--- src/rtl/mcl65_bus_pkg.sv ---
// Shared types and widths for the MCL65 6502 bus bridge.
package mcl65_bus_pkg;

  localparam int unsigned ADDR_W = 16;
  localparam int unsigned DATA_W = 8;

  typedef enum logic [1:0] {
    IDLE,
    WAIT,
    REQ,
    DONE
  } state_e;

  // Bits needed to count 0..half_period-1.
  function automatic int unsigned phase_cnt_w(input int unsigned half_period);
    return (half_period < 2) ? 1 : $clog2(half_period);
  endfunction

endpackage

--- src/rtl/mcl65_phase_gen.sv ---
// CLK0 phase generator: HALF_PERIOD core clocks per phase, phase 2 can be
// stretched at its terminal count while the bridge waits on memory.
module mcl65_phase_gen
  import mcl65_bus_pkg::*;
#(
  parameter int unsigned HALF_PERIOD = 25,
  localparam int unsigned CW = phase_cnt_w(HALF_PERIOD)
) (
  input  logic          clk_i,
  input  logic          rst_i,
  input  logic          stretch_i,
  output logic          clk0_o,
  output logic          rise_o,
  output logic          fall_o,
  output logic [CW-1:0] cnt_o
);

  localparam logic [CW-1:0] TERM = CW'(HALF_PERIOD - 1);

  logic [CW-1:0] cnt_q, cnt_d;
  logic          clk0_q, clk0_d;
  logic          rise_q, rise_d;
  logic          fall_q, fall_d;

  // rise/fall are high during the first core cycle of the new phase.
  always_comb begin
    cnt_d  = cnt_q + CW'(1);
    clk0_d = clk0_q;
    rise_d = 1'b0;
    fall_d = 1'b0;
    if (cnt_q == TERM) begin
      if (clk0_q && stretch_i) begin
        cnt_d = cnt_q;
      end else begin
        cnt_d  = '0;
        clk0_d = ~clk0_q;
        rise_d = ~clk0_q;
        fall_d = clk0_q;
      end
    end
  end

  always_ff @(posedge clk_i or posedge rst_i) begin
    if (rst_i) begin
      cnt_q  <= '0;
      clk0_q <= 1'b0;
      rise_q <= 1'b0;
      fall_q <= 1'b0;
    end else begin
      cnt_q  <= cnt_d;
      clk0_q <= clk0_d;
      rise_q <= rise_d;
      fall_q <= fall_d;
    end
  end

  assign clk0_o = clk0_q;
  assign rise_o = rise_q;
  assign fall_o = fall_q;
  assign cnt_o  = cnt_q;

endmodule

--- src/rtl/mcl65_bus_bridge.sv ---
// Bridges the MCL65 6502-style bus to a synchronous req/ack memory port,
// generating CLK0, sequencing core reset and returning read data.
module mcl65_bus_bridge
  import mcl65_bus_pkg::*;
#(
  parameter int unsigned HALF_PERIOD   = 25,
  parameter int unsigned SAMPLE_OFFSET = 8,
  parameter int unsigned DATA_HOLD     = 5,
  parameter int unsigned RESET_HOLD    = 16
) (
  input  logic              CORE_CLK,
  input  logic              RESET,
  output logic              CLK0,
  output logic              CPU_RESET_n,
  input  logic [ADDR_W-1:0] CPU_A,
  input  logic              CPU_RDWR_n,
  input  logic              CPU_SYNC,
  input  logic [DATA_W-1:0] CPU_D_OUT,
  output logic [DATA_W-1:0] CPU_D_IN,
  output logic              CPU_D_OE,
  output logic              MEM_REQ,
  output logic              MEM_WE,
  output logic              MEM_FETCH,
  output logic [ADDR_W-1:0] MEM_ADDR,
  output logic [DATA_W-1:0] MEM_WDATA,
  input  logic [DATA_W-1:0] MEM_RDATA,
  input  logic              MEM_ACK
);

  localparam int unsigned CW = phase_cnt_w(HALF_PERIOD);
  localparam int unsigned RW = $clog2(RESET_HOLD + 1);
  // Registered request becomes visible exactly when the phase-2 count reads SAMPLE_OFFSET.
  localparam logic [CW-1:0] SAMPLE_CNT = CW'(SAMPLE_OFFSET - 1);
  localparam logic [CW-1:0] HOLD_LAST  = CW'(DATA_HOLD - 1);
  localparam logic [RW-1:0] RESET_LAST = RW'(RESET_HOLD - 1);

  state_e            state_q;
  logic [RW-1:0]     rst_cnt_q;
  logic              cpu_reset_n_q;
  logic              mem_req_q;
  logic              mem_we_q;
  logic              mem_fetch_q;
  logic [ADDR_W-1:0] mem_addr_q;
  logic [DATA_W-1:0] mem_wdata_q;
  logic [DATA_W-1:0] d_in_q;
  logic              d_oe_q;
  logic [CW-1:0]     hold_q;

  logic          clk0;
  logic          rise;
  logic          fall;
  logic [CW-1:0] cnt;
  logic          stretch;

  assign stretch = (state_q == REQ);

  mcl65_phase_gen #(
    .HALF_PERIOD(HALF_PERIOD)
  ) u_phase_gen (
    .clk_i    (CORE_CLK),
    .rst_i    (RESET),
    .stretch_i(stretch),
    .clk0_o   (clk0),
    .rise_o   (rise),
    .fall_o   (fall),
    .cnt_o    (cnt)
  );

  always_ff @(posedge CORE_CLK or posedge RESET) begin
    if (RESET) begin
      state_q       <= IDLE;
      rst_cnt_q     <= '0;
      cpu_reset_n_q <= 1'b0;
      mem_req_q     <= 1'b0;
      mem_we_q      <= 1'b0;
      mem_fetch_q   <= 1'b0;
      mem_addr_q    <= '0;
      mem_wdata_q   <= '0;
      d_in_q        <= '0;
      d_oe_q        <= 1'b0;
      hold_q        <= '0;
    end else begin
      // Core reset release counts CLK0 rising edges.
      if (!cpu_reset_n_q && rise) begin
        rst_cnt_q <= rst_cnt_q + RW'(1);
        if (rst_cnt_q == RESET_LAST) begin
          cpu_reset_n_q <= 1'b1;
        end
      end

      case (state_q)
        IDLE: begin
          if (rise && cpu_reset_n_q) begin
            state_q <= WAIT;
          end
        end
        WAIT: begin
          if (clk0 && cnt == SAMPLE_CNT) begin
            mem_addr_q  <= CPU_A;
            mem_we_q    <= ~CPU_RDWR_n;
            mem_fetch_q <= CPU_SYNC;
            mem_wdata_q <= CPU_D_OUT;
            mem_req_q   <= 1'b1;
            state_q     <= REQ;
          end
        end
        REQ: begin
          if (MEM_ACK) begin
            mem_req_q <= 1'b0;
            if (!mem_we_q) begin
              d_in_q <= MEM_RDATA;
              d_oe_q <= 1'b1;
            end
            state_q <= DONE;
          end
        end
        DONE: begin
          // Keep driving read data for DATA_HOLD cycles once CLK0 has fallen.
          if (fall || hold_q != '0) begin
            if (hold_q == HOLD_LAST) begin
              hold_q  <= '0;
              d_oe_q  <= 1'b0;
              state_q <= IDLE;
            end else begin
              hold_q <= hold_q + CW'(1);
            end
          end
        end
        default: state_q <= IDLE;
      endcase
    end
  end

  assign CLK0        = clk0;
  assign CPU_RESET_n = cpu_reset_n_q;
  assign CPU_D_IN    = d_in_q;
  assign CPU_D_OE    = d_oe_q;
  assign MEM_REQ     = mem_req_q;
  assign MEM_WE      = mem_we_q;
  assign MEM_FETCH   = mem_fetch_q;
  assign MEM_ADDR    = mem_addr_q;
  assign MEM_WDATA   = mem_wdata_q;

endmodule

--- config.mk ---
export PLATFORM = sky130hd
export DESIGN_NAME = mcl65_bus_bridge
export DESIGN_NICKNAME = d
export VERILOG_FILES = /design/src/rtl/mcl65_bus_pkg.sv /design/src/rtl/mcl65_phase_gen.sv /design/src/rtl/mcl65_bus_bridge.sv
export SDC_FILE = /design/constraint.sdc
export NUM_CORES = 1
export LEC_CHECK = 0
export CORE_MARGIN = 3
export CORE_UTILIZATION = 47
export CTS_BUF_LIST = sky130_fd_sc_hd__clkbuf_4 sky130_fd_sc_hd__clkbuf_8 sky130_fd_sc_hd__clkbuf_16
export CTS_CLUSTER_DIAMETER = 40
export DETAILED_ROUTE_END_ITERATION = 12
export GPL_ROUTABILITY_DRIVEN = 0
export GPL_TIMING_DRIVEN = 0
export PLACE_DENSITY_LB_ADDON = 0.2
export SKIP_CTS_REPAIR_TIMING = 1
export SYNTH_ARGS = -nofsm -noshare
export SYNTH_HDL_FRONTEND = slang
export SYNTH_HIERARCHICAL = 1
export SYNTH_SLANG_ARGS = --single-unit
--- constraint.sdc ---
create_clock -name CORE_CLK -period 1.95 [get_ports CORE_CLK]
set_input_delay 0.39 -clock CORE_CLK [delete_from_list [all_inputs] [get_ports CORE_CLK]]
set_output_delay 0.39 -clock CORE_CLK [all_outputs]
set_load 0.1 [all_outputs]
# After elaboration in Yosys (flattened, before gate mapping)
# Cells that the tools add are included.
dict set report op_classes {
  add_sub_neg 3
  multipliers 0
  div 0
  order_cmp 0
  eq_ne 14
  n_shift 0
  mux 21
  bitwise_logic 4
  reduce_logical 18
}
# operator count
set ops {}
lappend ops {{adder 5 x 1 -> 5 bit, second input constant} 3}
lappend ops {{two-way mux 5 bit} 3}
lappend ops {{inequality test 2 bit, second input constant} 7}
lappend ops {{== test 5 x 3 -> 1 bit, second input constant} 2}
lappend ops {{two-way mux 1 bit} 10}
lappend ops {{two-way mux 2 bit} 5}
lappend ops {{AND reduction 5 bit} 2}
lappend ops {{one-hot mux 2 bit (4 select lines)} 1}
lappend ops {{AND reduction 2 bit} 4}
lappend ops {{AND reduction 3 bit} 2}
lappend ops {{== test 5 x 4 -> 1 bit, second input constant} 1}
lappend ops {{== test 5 bit, second input constant} 1}
lappend ops {{nonzero test 5 bit} 1}
lappend ops {{== test 2 bit, second input constant} 2}
lappend ops {{logical AND 1 bit} 4}
lappend ops {{inverter 1 bit} 4}
lappend ops {{one-hot mux 1 bit (2 select lines)} 2}
lappend ops {{nonzero test 2 bit} 2}
lappend ops {{== test 2 x 1 -> 1 bit, second input constant} 1}
lappend ops {{zero test 2 bit} 1}
lappend ops {{zero test 1 bit} 1}
lappend ops {{logical OR 1 bit} 1}
dict set report totals {
  regBits 57
  latchBits 0
  mem_bits_rw 0
  romBits 0
  elab_cells 75
  mem_count 0
}

# Depth between registers and ports, before layout
dict set report logic_depth {
  depth_word 4
  mapped_depth 6
  mapped_depth_nobuf 6
}

# Modules after synthesis
# Netlist, hierarchy kept.
# module n_inst cells_per_inst area_each_um2 seq_area_each_um2
set modules_own_cells {}
lappend modules_own_cells {mcl65_bus_bridge 1 155 2180.8 1226.2}
lappend modules_own_cells {mcl65_phase_gen 1 35 384.1 200.2}

# Worst setup path after synthesis
# No wires, ideal clock.
dict set report synth_timing {
  path_type {reg-to-reg}
  startpoint {register u_phase_gen.clk0_q, in the netlist u_phase_gen/clk0_o}
  endpoint {register mem_addr_q[15], in the netlist MEM_ADDR[15]}
  setup_ns 0.125
  arrival_time_ns 2.077
  required_time_ns 1.825
  setup_slack_ns -0.252
  stages_incl_launch_ff 5
  synth_period_minus_slack_ns 2.202
  cell_sequence {dfrtp_1 -> and4bb_2 -> nand4_4 -> buf_6 -> mux2_4}
}
dict set report synth_via {
  elab_chain_len 2
}
# item line_no
set synth_lines {}
lappend synth_lines {{start, declared} mcl65_phase_gen.sv:21} ;# logic clk0_q, clk0_d;
lappend synth_lines {{start signal, assigned} mcl65_phase_gen.sv:51} ;# clk0_q <= clk0_d;
lappend synth_lines {{logical AND 1 bit} mcl65_bus_bridge.sv:98} ;# if (clk0 && cnt == SAMPLE_CNT) begin
lappend synth_lines {{AND reduction 2 bit (no source line)} --}
lappend synth_lines {{end signal, assigned} mcl65_bus_bridge.sv:77} ;# mem_addr_q <= '0;
lappend synth_lines {{end signal, assigned} mcl65_bus_bridge.sv:99} ;# mem_addr_q <= CPU_A;
lappend synth_lines {{end, declared} mcl65_bus_bridge.sv:43} ;# logic [ADDR_W-1:0] mem_addr_q;
# Every way passes these cells.
# A chain may end at the register's enable or synchronous reset.

# Worst setup path after layout
dict set report layout_timing {
  startpoint {register cpu_reset_n_q, in the netlist CPU_RESET_n}
  endpoint {output CPU_RESET_n}
}
# item line_no
set layout_lines {}
lappend layout_lines {{start, declared} mcl65_bus_bridge.sv:39} ;# logic cpu_reset_n_q;
lappend layout_lines {{start signal, assigned} mcl65_bus_bridge.sv:73} ;# cpu_reset_n_q <= 1'b0;
lappend layout_lines {{start signal, assigned} mcl65_bus_bridge.sv:87} ;# cpu_reset_n_q <= 1'b1;
lappend layout_lines {{end, declared} mcl65_bus_bridge.sv:14} ;# output logic CPU_RESET_n,
# No word-level cell between the ends.

==> results.ini <==
[sta]
max_slew_margin_pct=33.7
setup_slack_ns=0.0395
period_minus_slack_ns=1.91
fin_setup_tns_ns=0
fin_crit_sh_pct=98.0
setup_viol=0
fin_worst_skew_ns=0.00728
fmax_mhz=523
whs_ns=0.347
hold_viol_final=0
slew_violations=0
worst_slew_pin_slew_ns=0.993

[finish]
regArea_um2=1430
finish.net_count=324
multiInputGateArea_um2=1060
synthToLayoutAreaGrowth_pct=44.5
fillCellCount=362
n_antenna_cell=0
drive_above_1_share_pct=23.5

[routing]
viasPerCell=5.01
drtIter0Drc=59
vias=1759
drt_drc_violations_left=0
dr.pass1.iters=4
wl_per_cell_um=15.8
wl_um=5560
ant_nets=0

[pwr]
p_int_mw=2.50
p_seq_share_pct=33.4
p_switching_mw=1.71
leakagePower_nw=2.03
vdd.ir_drop.worst_mv=1.43
clockPowerShare_pct=26.3
power_per_cell_area_nw_per_um2=1140
netSwitchingFraction_pct=40.7
combinationalPowerShare_pct=40.3
p_total_mw=4.21

[synth]
yosysWarningCount=6
async_flop_share_pct=100
avgSynthCellArea_um2=13.5
synthCells=190
synthDistinctLibCells=40
ys_seq_area_share_pct=55.6
syn-num-nets=238
synth_edf_count=0
syn_area_um2=2560
yosys_most_used_dff=dfrtp_1
synth_seq_cells=57

[clock_network]
cts_inserted_buffers=9
cts.sinks=57
root_buffer=clkbuf_8
cts_tree=yes
insertion_delay_ns=0.33
ctsHtreeMaxLevel=3
clk_path_buf_depth=2
clk_pin_slew_ns=0.07

[global_routing]
grt_antenna_before_repair=0
grt_pass1_vias=1820
grt_max_degree=29
grt.total_usage_pct=17.3
grt_pass1_wl_um=8380
overflow=0

[setup_path]
crit_arrival_ns=1.52
crit_chain=dlymetal6s2s_1
cp_max_fo=5
cp.required_ns=1.56
crit_buf_inv=1
crit_path_end_kind=primary output
worst_path_max_delay_cell=dlymetal6s2s_1
cp_slowest_stage_delay_ns=0.78
worstSetupPathDepth=1
cp-start-kind=flop
cp_top_family=buffers and inverters
worstSetupPathType=reg -> out
rr_worst_depth=5

[die]
die_w_um=79.9
placementRows=26
core_um2=5200
ioPinCount=75
initial_utilization_pct=49.3
die_area_um2=6380
die_h_um=79.9

[placed_design]
portBuffers=74
dp_hpwl_um=3760
post-place-ws_ns=-0.0153

[min_path]
hp-class=in -> async

[run_status]
status=finished clean

[run]
cap_viol_max_count=0

-- layout by cell type, fill, tap and decap left out, drive strengths merged, types with 4 or more instances in the layout --
master / n
buf: 4
clkbuf: 14
clkdlybuf4s50: 36
dfrtp: 57
dlymetal6s2s: 37
ha: 11
inv: 13
mux2: 34
nand2: 14
nand4: 4
nor2: 6
o21ai: 11
xnor2: 5
-- power by group through the flow --
stage          logic (mW)  registers, mW  clock network [mW]
6_report             1.70           1.41                1.11
5_1_grt              1.79           1.42                1.18
4_1_cts              1.72           1.41                1.12
3_5_place_dp         1.71           1.43                   0
3_3_place_gp         1.68           1.42                   0
2_1_floorplan       0.428           2.28                   0
-- per-stage QoR --
stage / cells / area (um2) / utilization [%]
floorplan: 190 / 2570 / -
global placement: 334 / 3390 / 65.2
detailed placement: 335 / 3410 / 65.6
CTS: 351 / 3610 / 69.4
global route: 351 / 3710 / 71.2
finish: 351 / 3710 / 71.2
-- flip-flops by register name (all words and copies together) (netlist names) --
name                flops
MEM_WE                  1
u_phase_gen/cnt_o       5
u_phase_gen/clk0_o      1
state_q                 2
CPU_RESET_n             1
MEM_ADDR               16
u_phase_gen/rise_o      1
u_phase_gen/fall_o      1
rst_cnt_q               5
hold_q                  5
MEM_WDATA               8
CPU_D_OE                1
CPU_D_IN                8
MEM_FETCH               1
MEM_REQ                 1
-- cell families (layout without fill, tap and decap cells) --
logic type | count (synthesis) | after routing | share of synthesized area [%]
DFF | 57 | 57 | 55.6
and+or+nand+nor | 40 | 40 | 9.61
muxes | 36 | 36 | 18.3
AOI/OAI and AO/OA | 24 | 24 | 6.10
buffers and inverters | 16 | 107 | 2.93
adders and majority gates | 11 | 11 | 5.37
xor gates and xnor gates | 6 | 6 | 2.05
-- layout make-up --
type / count / share of cell area (%)
Sequential cell: 57 / 38.5
Multi-Input combinational cell: 117 / 28.7
Timing Repair Buffer: 76 / 23.1
Clock buffer: 13 / 4.32
Tap cell: 70 / 2.36
Inverter: 13 / 1.32
Clock inverter: 3 / 1.08
Buffer: 2 / 0.608
-- synthesized netlist by cell type (2+ instances only) --
cell | n | area, um2
dfrtp_1 | 57 | 1430
mux2_4 | 18 | 270
mux2_2 | 16 | 180
nand2_1 | 14 | 52.6
inv_1 | 13 | 48.8
ha_1 | 11 | 138
o21ai_0 | 10 | 50.1
nor2_1 | 6 | 22.5
xnor2_1 | 5 | 43.8
a21o_1 | 3 | 22.5
nand4_1 | 3 | 18.8
nor2b_1 | 3 | 18.8
a21oi_1 | 2 | 10.0
buf_6 | 2 | 22.5
mux2i_1 | 2 | 20.0
-- per-layer routing --
metal / vias to the layer above / track usage (%) / wire, um
li1: 836 / - / -
met1: 862 / 20.5 / 2260
met2: 52 / 28.5 / 2870
met3: 9 / 5.53 / 356
met4: 0 / 8.11 / 75
met5: - / 0 / 0
-- path summary, 6_finish.rpt --
kind | endpoint | slack, ns | startpoint
min reg2reg | rst_cnt_q[3]$_DFFE_PP0P_ | 0.47 | rst_cnt_q[3]$_DFFE_PP0P_
min | u_phase_gen/cnt_o[0]$_DFFE_PP0P_ | 0.35 | RESET
max | CPU_RESET_n | 0.04 | CPU_RESET_n$_DFFE_PP0P_
min in group CORE_CLK | rst_cnt_q[3]$_DFFE_PP0P_ | 0.47 | rst_cnt_q[3]$_DFFE_PP0P_
max in group asynchronous | MEM_ADDR[10]$_DFFE_PP0P_ | 1.00 | RESET
max reg2reg | state_q[1]$_DFFE_PP0P_ | 0.21 | state_q[0]$_DFFE_PP0P_
Note: power is estimated with default switching activity, not from simulation.
